`config.mk`:
```
export PLATFORM = sky130hd
export DESIGN_NAME = my_main
export DESIGN_NICKNAME = d
export VERILOG_FILES = /design/src/rtl/my_main_pkg.sv /design/src/rtl/my_main_min_max_cell.sv /design/src/rtl/my_main.sv
export SDC_FILE = /design/constraint.sdc
export NUM_CORES = 1
export LEC_CHECK = 0
export ABC_AREA = 1
export CAP_MARGIN = 10
export CORE_MARGIN = 4
export CORE_UTILIZATION = 51
export DETAILED_ROUTE_END_ITERATION = 16
export PLACE_DENSITY = 0.72
export SLEW_MARGIN = 15
export SYNTH_ARGS = -nofsm -noshare
export SYNTH_HDL_FRONTEND = slang
export SYNTH_SLANG_ARGS = --single-unit
```
`constraint.sdc`:
```
create_clock -name clock -period 7.5 [get_ports clock]
set_input_delay 1.125 -clock clock [delete_from_list [all_inputs] [get_ports clock]]
set_output_delay 1.125 -clock clock [all_outputs]
set_load 0.02 [all_outputs]
```
`src/rtl/my_main_pkg.sv`:
```
// Shared definitions for the min/max averaging block: default sizes,
// FSM state encoding and the frame-counter width.
package my_main_pkg;

    localparam int DATA_W_DEF  = 8;
    localparam int N_BYTES_DEF = 8;
    localparam int CNT_W_DEF   = $clog2(N_BYTES_DEF) + 1;

    typedef enum logic [1:0] {
        IDLE   = 2'd0,
        LOAD   = 2'd1,
        FINISH = 2'd2
    } state_t;

    // Counter must be able to hold N_BYTES itself, hence the extra bit.
    function automatic int cnt_width(input int n_bytes);
        return $clog2(n_bytes) + 1;
    endfunction

endpackage

```
`src/rtl/my_main_min_max_cell.sv`:
```
// Running minimum/maximum registers for one frame; exposes the post-update
// values so the parent can average them on the same edge as the last sample.
module min_max_cell
    import my_main_pkg::*;
#(
    parameter int DATA_W = DATA_W_DEF
) (
    input  logic              clock,
    input  logic              reset,
    input  logic              init,
    input  logic              update,
    input  logic [DATA_W-1:0] data,
    output logic [DATA_W-1:0] min_nxt,
    output logic [DATA_W-1:0] max_nxt
);

    logic [DATA_W-1:0] min_r;
    logic [DATA_W-1:0] max_r;

    // Next min/max: seed from the first sample, strict compares keep ties unchanged.
    always_comb begin
        min_nxt = min_r;
        max_nxt = max_r;
        if (init) begin
            min_nxt = data;
            max_nxt = data;
        end else if (update) begin
            if (data < min_r) begin
                min_nxt = data;
            end else begin
                min_nxt = min_r;
            end
            if (data > max_r) begin
                max_nxt = data;
            end else begin
                max_nxt = max_r;
            end
        end else begin
            min_nxt = min_r;
            max_nxt = max_r;
        end
    end

    // Min/max storage with synchronous reset.
    always_ff @(posedge clock) begin
        if (reset) begin
            min_r <= {DATA_W{1'b0}};
            max_r <= {DATA_W{1'b0}};
        end else begin
            min_r <= min_nxt;
            max_r <= max_nxt;
        end
    end

endmodule

```
`src/rtl/my_main.sv`:
```
// Frame averager: collects N_BYTES consecutive samples after start and
// outputs floor((min+max)/2) with a one-cycle done pulse.
module my_main
    import my_main_pkg::*;
#(
    parameter int DATA_W  = DATA_W_DEF,
    parameter int N_BYTES = N_BYTES_DEF
) (
    input  logic              clock,
    input  logic              reset,
    input  logic              start,
    input  logic [DATA_W-1:0] data,
    output logic [DATA_W-1:0] W,
    output logic              done
);

    localparam int CNT_W = cnt_width(N_BYTES);

    state_t             state_r;
    state_t             state_nxt_s;
    logic [CNT_W-1:0]   count_r;
    logic [CNT_W-1:0]   count_nxt_s;
    logic               init_s;
    logic               update_s;
    logic               last_s;
    logic [DATA_W-1:0]  min_nxt_s;
    logic [DATA_W-1:0]  max_nxt_s;
    logic [DATA_W:0]    sum_s;
    logic [DATA_W-1:0]  w_r;
    logic [DATA_W-1:0]  w_nxt_s;
    logic               done_r;

    min_max_cell #(
        .DATA_W (DATA_W)
    ) u_min_max (
        .clock   (clock),
        .reset   (reset),
        .init    (init_s),
        .update  (update_s),
        .data    (data),
        .min_nxt (min_nxt_s),
        .max_nxt (max_nxt_s)
    );

    assign last_s = (state_r == LOAD) && (count_r == CNT_W'(N_BYTES - 1));
    assign sum_s  = {1'b0, min_nxt_s} + {1'b0, max_nxt_s};

    // Next-state, counter and cell control; FINISH accepts start exactly like IDLE.
    always_comb begin
        state_nxt_s = state_r;
        count_nxt_s = count_r;
        init_s      = 1'b0;
        update_s    = 1'b0;
        case (state_r)
            IDLE, FINISH: begin
                if (start) begin
                    init_s      = 1'b1;
                    count_nxt_s = CNT_W'(1);
                    state_nxt_s = LOAD;
                end else begin
                    state_nxt_s = IDLE;
                end
            end
            LOAD: begin
                update_s    = 1'b1;
                count_nxt_s = count_r + CNT_W'(1);
                if (last_s) begin
                    state_nxt_s = FINISH;
                end else begin
                    state_nxt_s = LOAD;
                end
            end
            default: begin
                state_nxt_s = IDLE;
            end
        endcase
    end

    // Result latches only on the edge that takes the final sample.
    always_comb begin
        w_nxt_s = w_r;
        if (state_nxt_s == FINISH) begin
            w_nxt_s = sum_s[DATA_W:1];
        end else begin
            w_nxt_s = w_r;
        end
    end

    // State, counter and registered outputs.
    always_ff @(posedge clock) begin
        if (reset) begin
            state_r <= IDLE;
            count_r <= {CNT_W{1'b0}};
            w_r     <= {DATA_W{1'b0}};
            done_r  <= 1'b0;
        end else begin
            state_r <= state_nxt_s;
            count_r <= count_nxt_s;
            w_r     <= w_nxt_s;
            done_r  <= (state_nxt_s == FINISH);
        end
    end

    assign W    = w_r;
    assign done = done_r;

endmodule

```
---- Word-level counts from Yosys, hierarchy flattened ----
Cells that the tools add are included.
storage, ports and cells
  flip-flop bits (word level) ............. 31
  input bits .............................. 11
operators by class
  magnitude comparators ................... 2
  equality and inequality tests ........... 5
  add/subtract/negate cells ............... 2
  reductions and logical operators ........ 5
  mux-type cells .......................... 14
operators with widths
  operator                                                          count
  8-bit two-way mux                                                 6
  8-bit by 8-bit adder with 9-bit output                            1
  8-bit > comparator                                                1
  8-bit less-than comparator                                        1
  4-bit case mux with 2 select lines                                1
  4-bit by 1-bit adder with 4-bit output (second input constant)    1
  2-bit == test (second input constant)                             2
  4-bit by 3-bit == test with 1-bit output (second input constant)  1
  1-bit two-way mux                                                 4
  4-bit two-way mux                                                 1
  2-bit case mux with 2 select lines                                1
  2-bit by 1-bit == test with 1-bit output (second input constant)  1
  2-bit logical NOT                                                 1
  2-bit two-way mux                                                 1
  2-bit inequality test (second input constant)                     1
  2-bit AND reduction                                               1
  2-bit nonzero test                                                1
  2-bit OR reduction                                                1
  1-bit logical AND                                                 1

---- Logic depth before layout (Yosys ltp) ----
Gate-level depths: netlist of the first run.
  word-level depth ........................ 5
  depth in mapped cells ................... 27
  depth with buffers taken out ............ 27

---- Hierarchy ----
A second synthesis of the first run with hierarchy kept.
unflattened totals
  cell total of the unflattened synthesis .. 318
  area total of the unflattened synthesis .. 2190.9 µm²
modules (own cells, without submodules)
  module        area each (µm²)  sequential area each (µm²)  times used  cells each
  min_max_cell  1251.2           320.3                       1           182
  my_main       939.7            300.3                       1           136

---- Worst setup path before layout of the first run ----
Ideal clock, no wire load.
  path type ............................... input -> register
  from .................................... input port data[5]
  to ...................................... register w_r[5], in the netlist W[5]
  path buffers ............................ 1
  required time ........................... 7444 ps
  slack ................................... 4002 ps
  arrival time ............................ 3443 ps
  cell stages on the path ................. 22
  path through ............................ ha_1 a21oi_1 nor2_1 nor2_4 nand2_4 nand2_4 clkbuf_1 nand2_1 o21ai_0 inv_1 fa_1 nand2_1 nand2_1 nand2_1 nand2_1 nand2_1 nand2_1 nand2_1 nand3_1 nand3_1 nand2_1 inv_1
between the ends
  longest elaborated chain between the ends .. 5
  elaborated cells on any way between the ends .. 9
  classes of those cells .................. 1 x add/sub; 2 x order compare; 6 x mux
ends and longest elaborated chain
  what                                    RTL line                    text
  start: declaration                      my_main.sv:12               input logic [DATA_W-1:0] data,
  8-bit less-than comparator              my_main_min_max_cell.sv:28  if (data < min_r) begin
  8-bit two-way mux                       my_main_min_max_cell.sv:28
  8-bit two-way mux                       my_main_min_max_cell.sv:27  end else if (update) begin
  8-bit two-way mux                       my_main_min_max_cell.sv:24  if (init) begin
  via min_nxt_s[1]                        my_main.sv:26               logic [DATA_W-1:0] min_nxt_s;
  8-bit by 8-bit adder with 9-bit output  my_main.sv:46               assign sum_s = {1'b0, min_nxt_s} + {1'b0, max_nxt_s};
  end signal: assignment                  my_main.sv:94               w_r <= {DATA_W{1'b0}};
  end signal: assignment                  my_main.sv:99               w_r <= w_nxt_s;
  end: declaration                        my_main.sv:29               logic [DATA_W-1:0] w_r;
The timed path passes the listed nets, and every way through them passes these cells.
A chain may end at the register's enable or synchronous reset.

---- Final worst setup path of the first run ----
  from .................................... input port data[3]
  to ...................................... register w_r[5], in the netlist W[5]
between the ends
  longest elaborated chain between the ends .. 5
  elaborated cells on any way between the ends .. 9
  classes of those cells .................. 1 x add/sub; 2 x order compare; 6 x mux
ends and longest elaborated chain
  what                                    RTL line                    text
  8-bit > comparator                      my_main_min_max_cell.sv:33  if (data > max_r) begin
  8-bit two-way mux                       my_main_min_max_cell.sv:33
  8-bit two-way mux                       my_main_min_max_cell.sv:27
  8-bit two-way mux                       my_main_min_max_cell.sv:24
  via max_nxt_s[1]                        my_main.sv:27               logic [DATA_W-1:0] max_nxt_s;
  8-bit by 8-bit adder with 9-bit output  my_main.sv:46
The timed path passes the listed nets, and every way through them passes these cells.

==> impl_metrics.ini, run 1 <==
[run_status]
outcome = finished, final reports clean

[route]
drtIter0Drc = 86
ant_nets = 0
vias_per_cell = 4.82
vias = 1841
drc = 0
wl_per_cell_um = 11.3
firstDrtPassIters = 7
wirelength_um = 4320

[floorplanning]
rows = 23
die_w_um = 72.1
fp.dieH_um = 72.1
die_area_um2 = 5200
core_um2 = 4000
pin_count = 20
start_util_pct = 52.4

[clocking]
h-tree-depth = 2
clkSinkCount = 31
cts.reportedPaths.clkPinSlew_ns = 0.07
hold_buffers = 0
clockBufferDepth = 2
postCtsSetupBuffers = 0
cts_tree = done
cts-root-buf = clkbuf_8
cts_buffers = 5
ctsResizeCount = 0
clkLatencyLatePin_ns = 0.28

[timing]
whs_ns = 0.488
slew_headroom_pct = 36.4
drv_slew = 0
hold_viol_final = 0
period_minus_slack_ns = 3.94
fin_worst_skew_ns = 0.00753
tightest_slew_ns = 0.951
min_period_over_period_pct = 52.5
finalSetupTns_ns = 0
fmax_mhz = 254
setup_viol = 0
rsz0062_at_grt = no

[placement]
dp.cells = 374
dpl.hpwl_um = 3360
gp_congestion = 0.855
port_buffers = 19

[synth]
synth.top_cell.area_share_pct = 29.6
yosysSeqAreaShare_pct = 29.6
synthCells = 312
syn_area_um2 = 2100
syn_nets = 345
ys_top_cells_by_area = dfxtp_1, ha_1, nand2_1
yosysTopAreaCell = dfxtp_1
ys_seq_elements = 31
ys_types = 25
ys.warnings.count = 0
synth.avg_cell_area_um2 = 6.72

[power]
p_per_area_nw_per_um2 = 214
max-vdd-ir-drop_uv = 118
p_leak_nw = 1.24
finalPower_w = 0.000522

[setup_path]
cp_slowest_cell = clkdlybuf4s50_1
critical-path-top-delay-family = simple AND/OR/NAND/NOR gates
crit_fanout = 15
crit_required_ns = 7.72
crit_top_cell = nand2_1
worst-path-buf-inv = 4
critPathLaunchType = input port
cp_data_arrival_time_ns = 4.16
path_class = in -> reg
cp_slowest_stage_delay_ns = 0.50
endpoint_kind = flip-flop
path_cells = clkdlybuf4s50_1 > ha_1 > nand2_1 > inv_1 > nand2_1 > nand2_1 > nand2_1 > nand2_1 > nand2_2 > nand2_2 > o21ai_0 > inv_1 > fa_1 > nand2_1 > nand2_1 > nand2_1 > nand2_1 > nand2_1 > nand2_1 > nand2_1 > nand3_1 > nand3_1 > nand2_1 > inv_1

[cells_and_area]
final_cells = 382
synthToLayoutAreaGrowth_pct = 16.3
layout-drive-gt1-share_pct = 11.7
antenna_cells = 0
finalNetCount = 364

[min_path]
min_path_type = reg -> reg

[global_route]
grt-ovfl-total = 0
first_global_vias = 1639
track_usage_pct = 17.1
grt_start_max_net_pins = 26
grt_pass1_wl_um = 7090
antenna_found_initial = 0

[flow_run]
maxCapViolCount = 0
## per-stage QoR
stage	instance area [um2]	utilization (%)	setup slack [ns]
after floorplan	2100	-	4.00
final	2440	60.9	3.56
after global placement	2320	58.0	3.31
after CTS	2440	60.9	3.54
after global routing	2440	60.9	3.11
after detailed placement	2320	58.0	3.26
## kinds of logic (layout without fill, tap and decap cells)
logic type / count (synthesis) / count (layout) / synth area share [%]
xor+xnor: 3 / 3 / 1.25
fa+ha+maj: 22 / 22 / 13.5
flops: 31 / 31 / 29.6
compound gates: 41 / 41 / 10.9
simple gates: 150 / 150 / 33.0
buf+inv: 65 / 85 / 11.8
## power by group
part,internal (W),switching (W),total (W)
logic,0.0000638,0.000108,0.000171
clock network,0.000107,0.0000617,0.000169
registers,0.000176,0.00000580,0.000181
total,0.000347,0.000175,0.000522
## per-layer routing
layer,vias up,share of wire [%],GRT usage [%]
met4,0,1.2,4.38
met3,5,3.7,3.74
met2,28,47,29.0
li1,1001,-,-
met1,807,48,21.9
met5,-,0,0
## final timing paths
path | from | endpoint | slack [ns] | depth (start not counted)
max | data[3] | W[5] | 3.56 | 24
min | count_r[1] | count_r[1] | 0.49 | 2
max reg2reg | u_min_max.max_r[5] | W[5] | 4.58 | 22
min reg2reg | count_r[1] | count_r[1] | 0.49 | 2
## flip-flops by register name (all words and copies together), names as in the netlist
signal and flops:
u_min_max.max_r 8, count_r 4, done 1, u_min_max.min_r 8
state_r 2, W 8
## cell usage in the layout (no fill, tap or decap)
cell             instances
a21oi_1                 13
inv_1                   54
a221oi_1                 1
clkdlybuf4s50_1         19
nor2_2                   2
nand2_2                 16
xor2_1                   2
xnor2_1                  1
o21ai_0                 20
fa_1                     1
nand2_4                  4
nor3_1                   1
nand2_1                 68
bufinv_16                1
nand3_1                 20
a211oi_1                 3
a21oi_2                  2
inv_2                    4
ha_1                    21
nand3b_1                 1
clkinv_2                 1
nor2_4                   3
clkbuf_8                 6
a21o_1                   1
o21bai_1                 1
dfxtp_1                 31
nor2_1                  35
## synth_stat cells
cell and number:
nand2_4 4, dfxtp_1 31, inv_2 4, a21oi_1 13
nand2_2 16, a221oi_1 1, a21oi_2 2, fa_1 1
a211oi_1 3, nand3b_1 1, o21ai_0 20, nor2_4 3
xor2_1 2, nor3_1 1, clkbuf_1 5, buf_2 2
o21bai_1 1, nand2_1 68, a21o_1 1, ha_1 21
nor2_2 2, inv_1 54, xnor2_1 1, nor2_1 35
nand3_1 20
## area by class of cell
type	instances	area, um2
Inverter	58	218
Clock inverter	2	35.0
Timing Repair Buffer	19	190
Sequential cell	31	621
Clock buffer	6	82.6
Multi-Input combinational cell	216	1230
Tap cell	50	62.6
Fill cell	368	1560
## tightest hold or removal path, cell delays in order, from the launching register on
cell and delay (ns):
dfxtp_1 0.32, nand2_1 0.07, a21oi_1 0.05
Power figures use the tool's default switching activity.
==> inputs of run 2 (changes only) <==
==> constraint.sdc (replaced) <==
create_clock -name clock -period 3.9 [get_ports clock]
set_input_delay 0.585 -clock clock [delete_from_list [all_inputs] [get_ports clock]]
set_output_delay 0.585 -clock clock [all_outputs]
set_load 0.02 [all_outputs]
==> impl_metrics.ini, run 2 (synthesis results as in run 1) <==
[run_status]
outcome = finished, final reports clean

[timing]
tightest_slew_ns = 0.927
timing.final.ws_setup_ns = 0.467
rsz0062_at_grt = no
hold_viol_final = 0
drv_slew = 0
period_minus_slack_ns = 3.43
finalSetupTns_ns = 0
setup_viol = 0
fin_worst_skew_ns = 0.00876
fmax_mhz = 291
min_period_over_period_pct = 88.0
slew_headroom_pct = 38.0

[cells_and_area]
finalNetCount = 365
fill_cells = 377
layout-drive-gt1-share_pct = 11.4
antenna_cells = 0
synthToLayoutAreaGrowth_pct = 14.9
final_common_cell = nand2_1
final_cells = 383
final_cell_mix = nand2_1, inv_1, nor2_1

[power]
cellInternalPower_w = 0.000587
p_comb_share_pct = 35.9
p_leak_nw = 1.23
max-vdd-ir-drop_uv = 311
p_switching_w = 0.000332
p_sw_share_pct = 36.1
power_frac_seq_pct = 38.0
p_clk_share_pct = 26.1
p_per_area_nw_per_um2 = 381

[floorplanning]
fp.dieH_um = 72.1
core_um2 = 4000
rows = 23
start_util_pct = 52.4
die_w_um = 72.1
pin_count = 20
die_area_um2 = 5200

[route]
ant_nets = 0
wl_per_cell_um = 11.4
drc = 0
vias = 1872
vias_per_cell = 4.89
wirelength_um = 4350
drtIter0Drc = 141
firstDrtPassIters = 4

[placement]
gp_congestion = 0.841
place_ws_ns = 0.196
dpl.hpwl_um = 3420
dp.cells = 375
port_buffers = 19

[global_route]
antenna_found_initial = 0
grt_start_max_net_pins = 26
track_usage_pct = 18.5
grt_pass1_wl_um = 7680
first_global_vias = 1794
grt-ovfl-total = 0

[clocking]
ctsResizeCount = 0
cts-root-buf = clkbuf_8
postCtsSetupBuffers = 0
clkLatencyLatePin_ns = 0.28
cts_buffers = 5
h-tree-depth = 2
hold_buffers = 0
cts.reportedPaths.clkPinSlew_ns = 0.07
cts_tree = done
clockBufferDepth = 2
clkSinkCount = 31

[min_path]
min_path_type = reg -> reg

[setup_path]
crit_fanout = 15
path_class = in -> reg
critPathLaunchType = input port
crit_required_ns = 4.12
cp_data_arrival_time_ns = 3.65
endpoint_kind = flip-flop

[flow_run]
maxCapViolCount = 0
run 2: changes by cell type in the layout (fill, tap and decap cells not counted), sizes merged:
cell    previous run  this run
buf                0         1
bufinv             1         0
clkbuf             6         7
run 2: path summary, 6_finish.rpt:
check	start	endpoint	slack, ns	cells after the start
max	data[3]	W[5]	0.47	24
min	count_r[1]	count_r[1]	0.48	2
max reg2reg	u_min_max.max_r[3]	W[5]	0.95	24
min reg2reg	count_r[1]	count_r[1]	0.48	2
run 2: worst max-delay path, stage by stage:
cell,delay (ns)
clkdlybuf4s50_1,0.51
ha_1,0.36
nand2_1,0.09
inv_1,0.04
nand2_1,0.05
nand2_1,0.04
nand2_1,0.05
nand2_1,0.05
nand2_2,0.11
nand2_2,0.18
o21ai_0,0.29
inv_1,0.12
fa_1,0.47
nand2_1,0.09
nand2_1,0.05
nand2_1,0.07
nand2_1,0.05
nand2_1,0.07
nand2_1,0.06
nand2_1,0.05
nand3_1,0.07
nand3_1,0.08
nand2_1,0.05
inv_1,0.05
run 2: through the flow:
step                hold WS, ns  total power, W  utilization, %  area (um2)
floorplan                 0.438        0.000614               -        2100
global placement          0.462        0.000681            58.2        2330
detailed placement        0.467        0.000685            58.2        2330
CTS                       0.486        0.000925            60.2        2410
global route              0.524        0.000998            60.2        2410
finish                    0.481        0.000919            60.2        2410
run 2: power groups by stage:
stage | Combinational, W | Clock [W] | Sequential (W)
2_1_floorplan | 0.000262 | 0 | 0.000352
3_3_place_gp | 0.000325 | 0 | 0.000356
3_5_place_dp | 0.000329 | 0 | 0.000356
4_1_cts | 0.000332 | 0.000244 | 0.000349
5_1_grt | 0.000386 | 0.000260 | 0.000352
6_report | 0.000330 | 0.000240 | 0.000349
run 2: layout make-up:
cell class / instances / area (um2) / area share [%]
Timing Repair Buffer: 20 / 198 / 8.21
Inverter: 58 / 218 / 9.04
Tap cell: 50 / 62.6 / 2.60
Multi-Input combinational cell: 216 / 1230 / 51.0
Clock buffer: 7 / 76.3 / 3.17
Sequential cell: 31 / 621 / 25.8
Clock inverter: 1 / 5.00 / 0.208
run 2: per-layer routing:
metal | routed length (um) | vias up | GRT usage, %
met1 | 2110 | 823 | 24.0
li1 | - | 1005 | -
met2 | 1990 | 37 | 30.2
met3 | 192 | 7 | 4.43
met4 | 56 | 0 | 6.05
met5 | 0 | - | 0
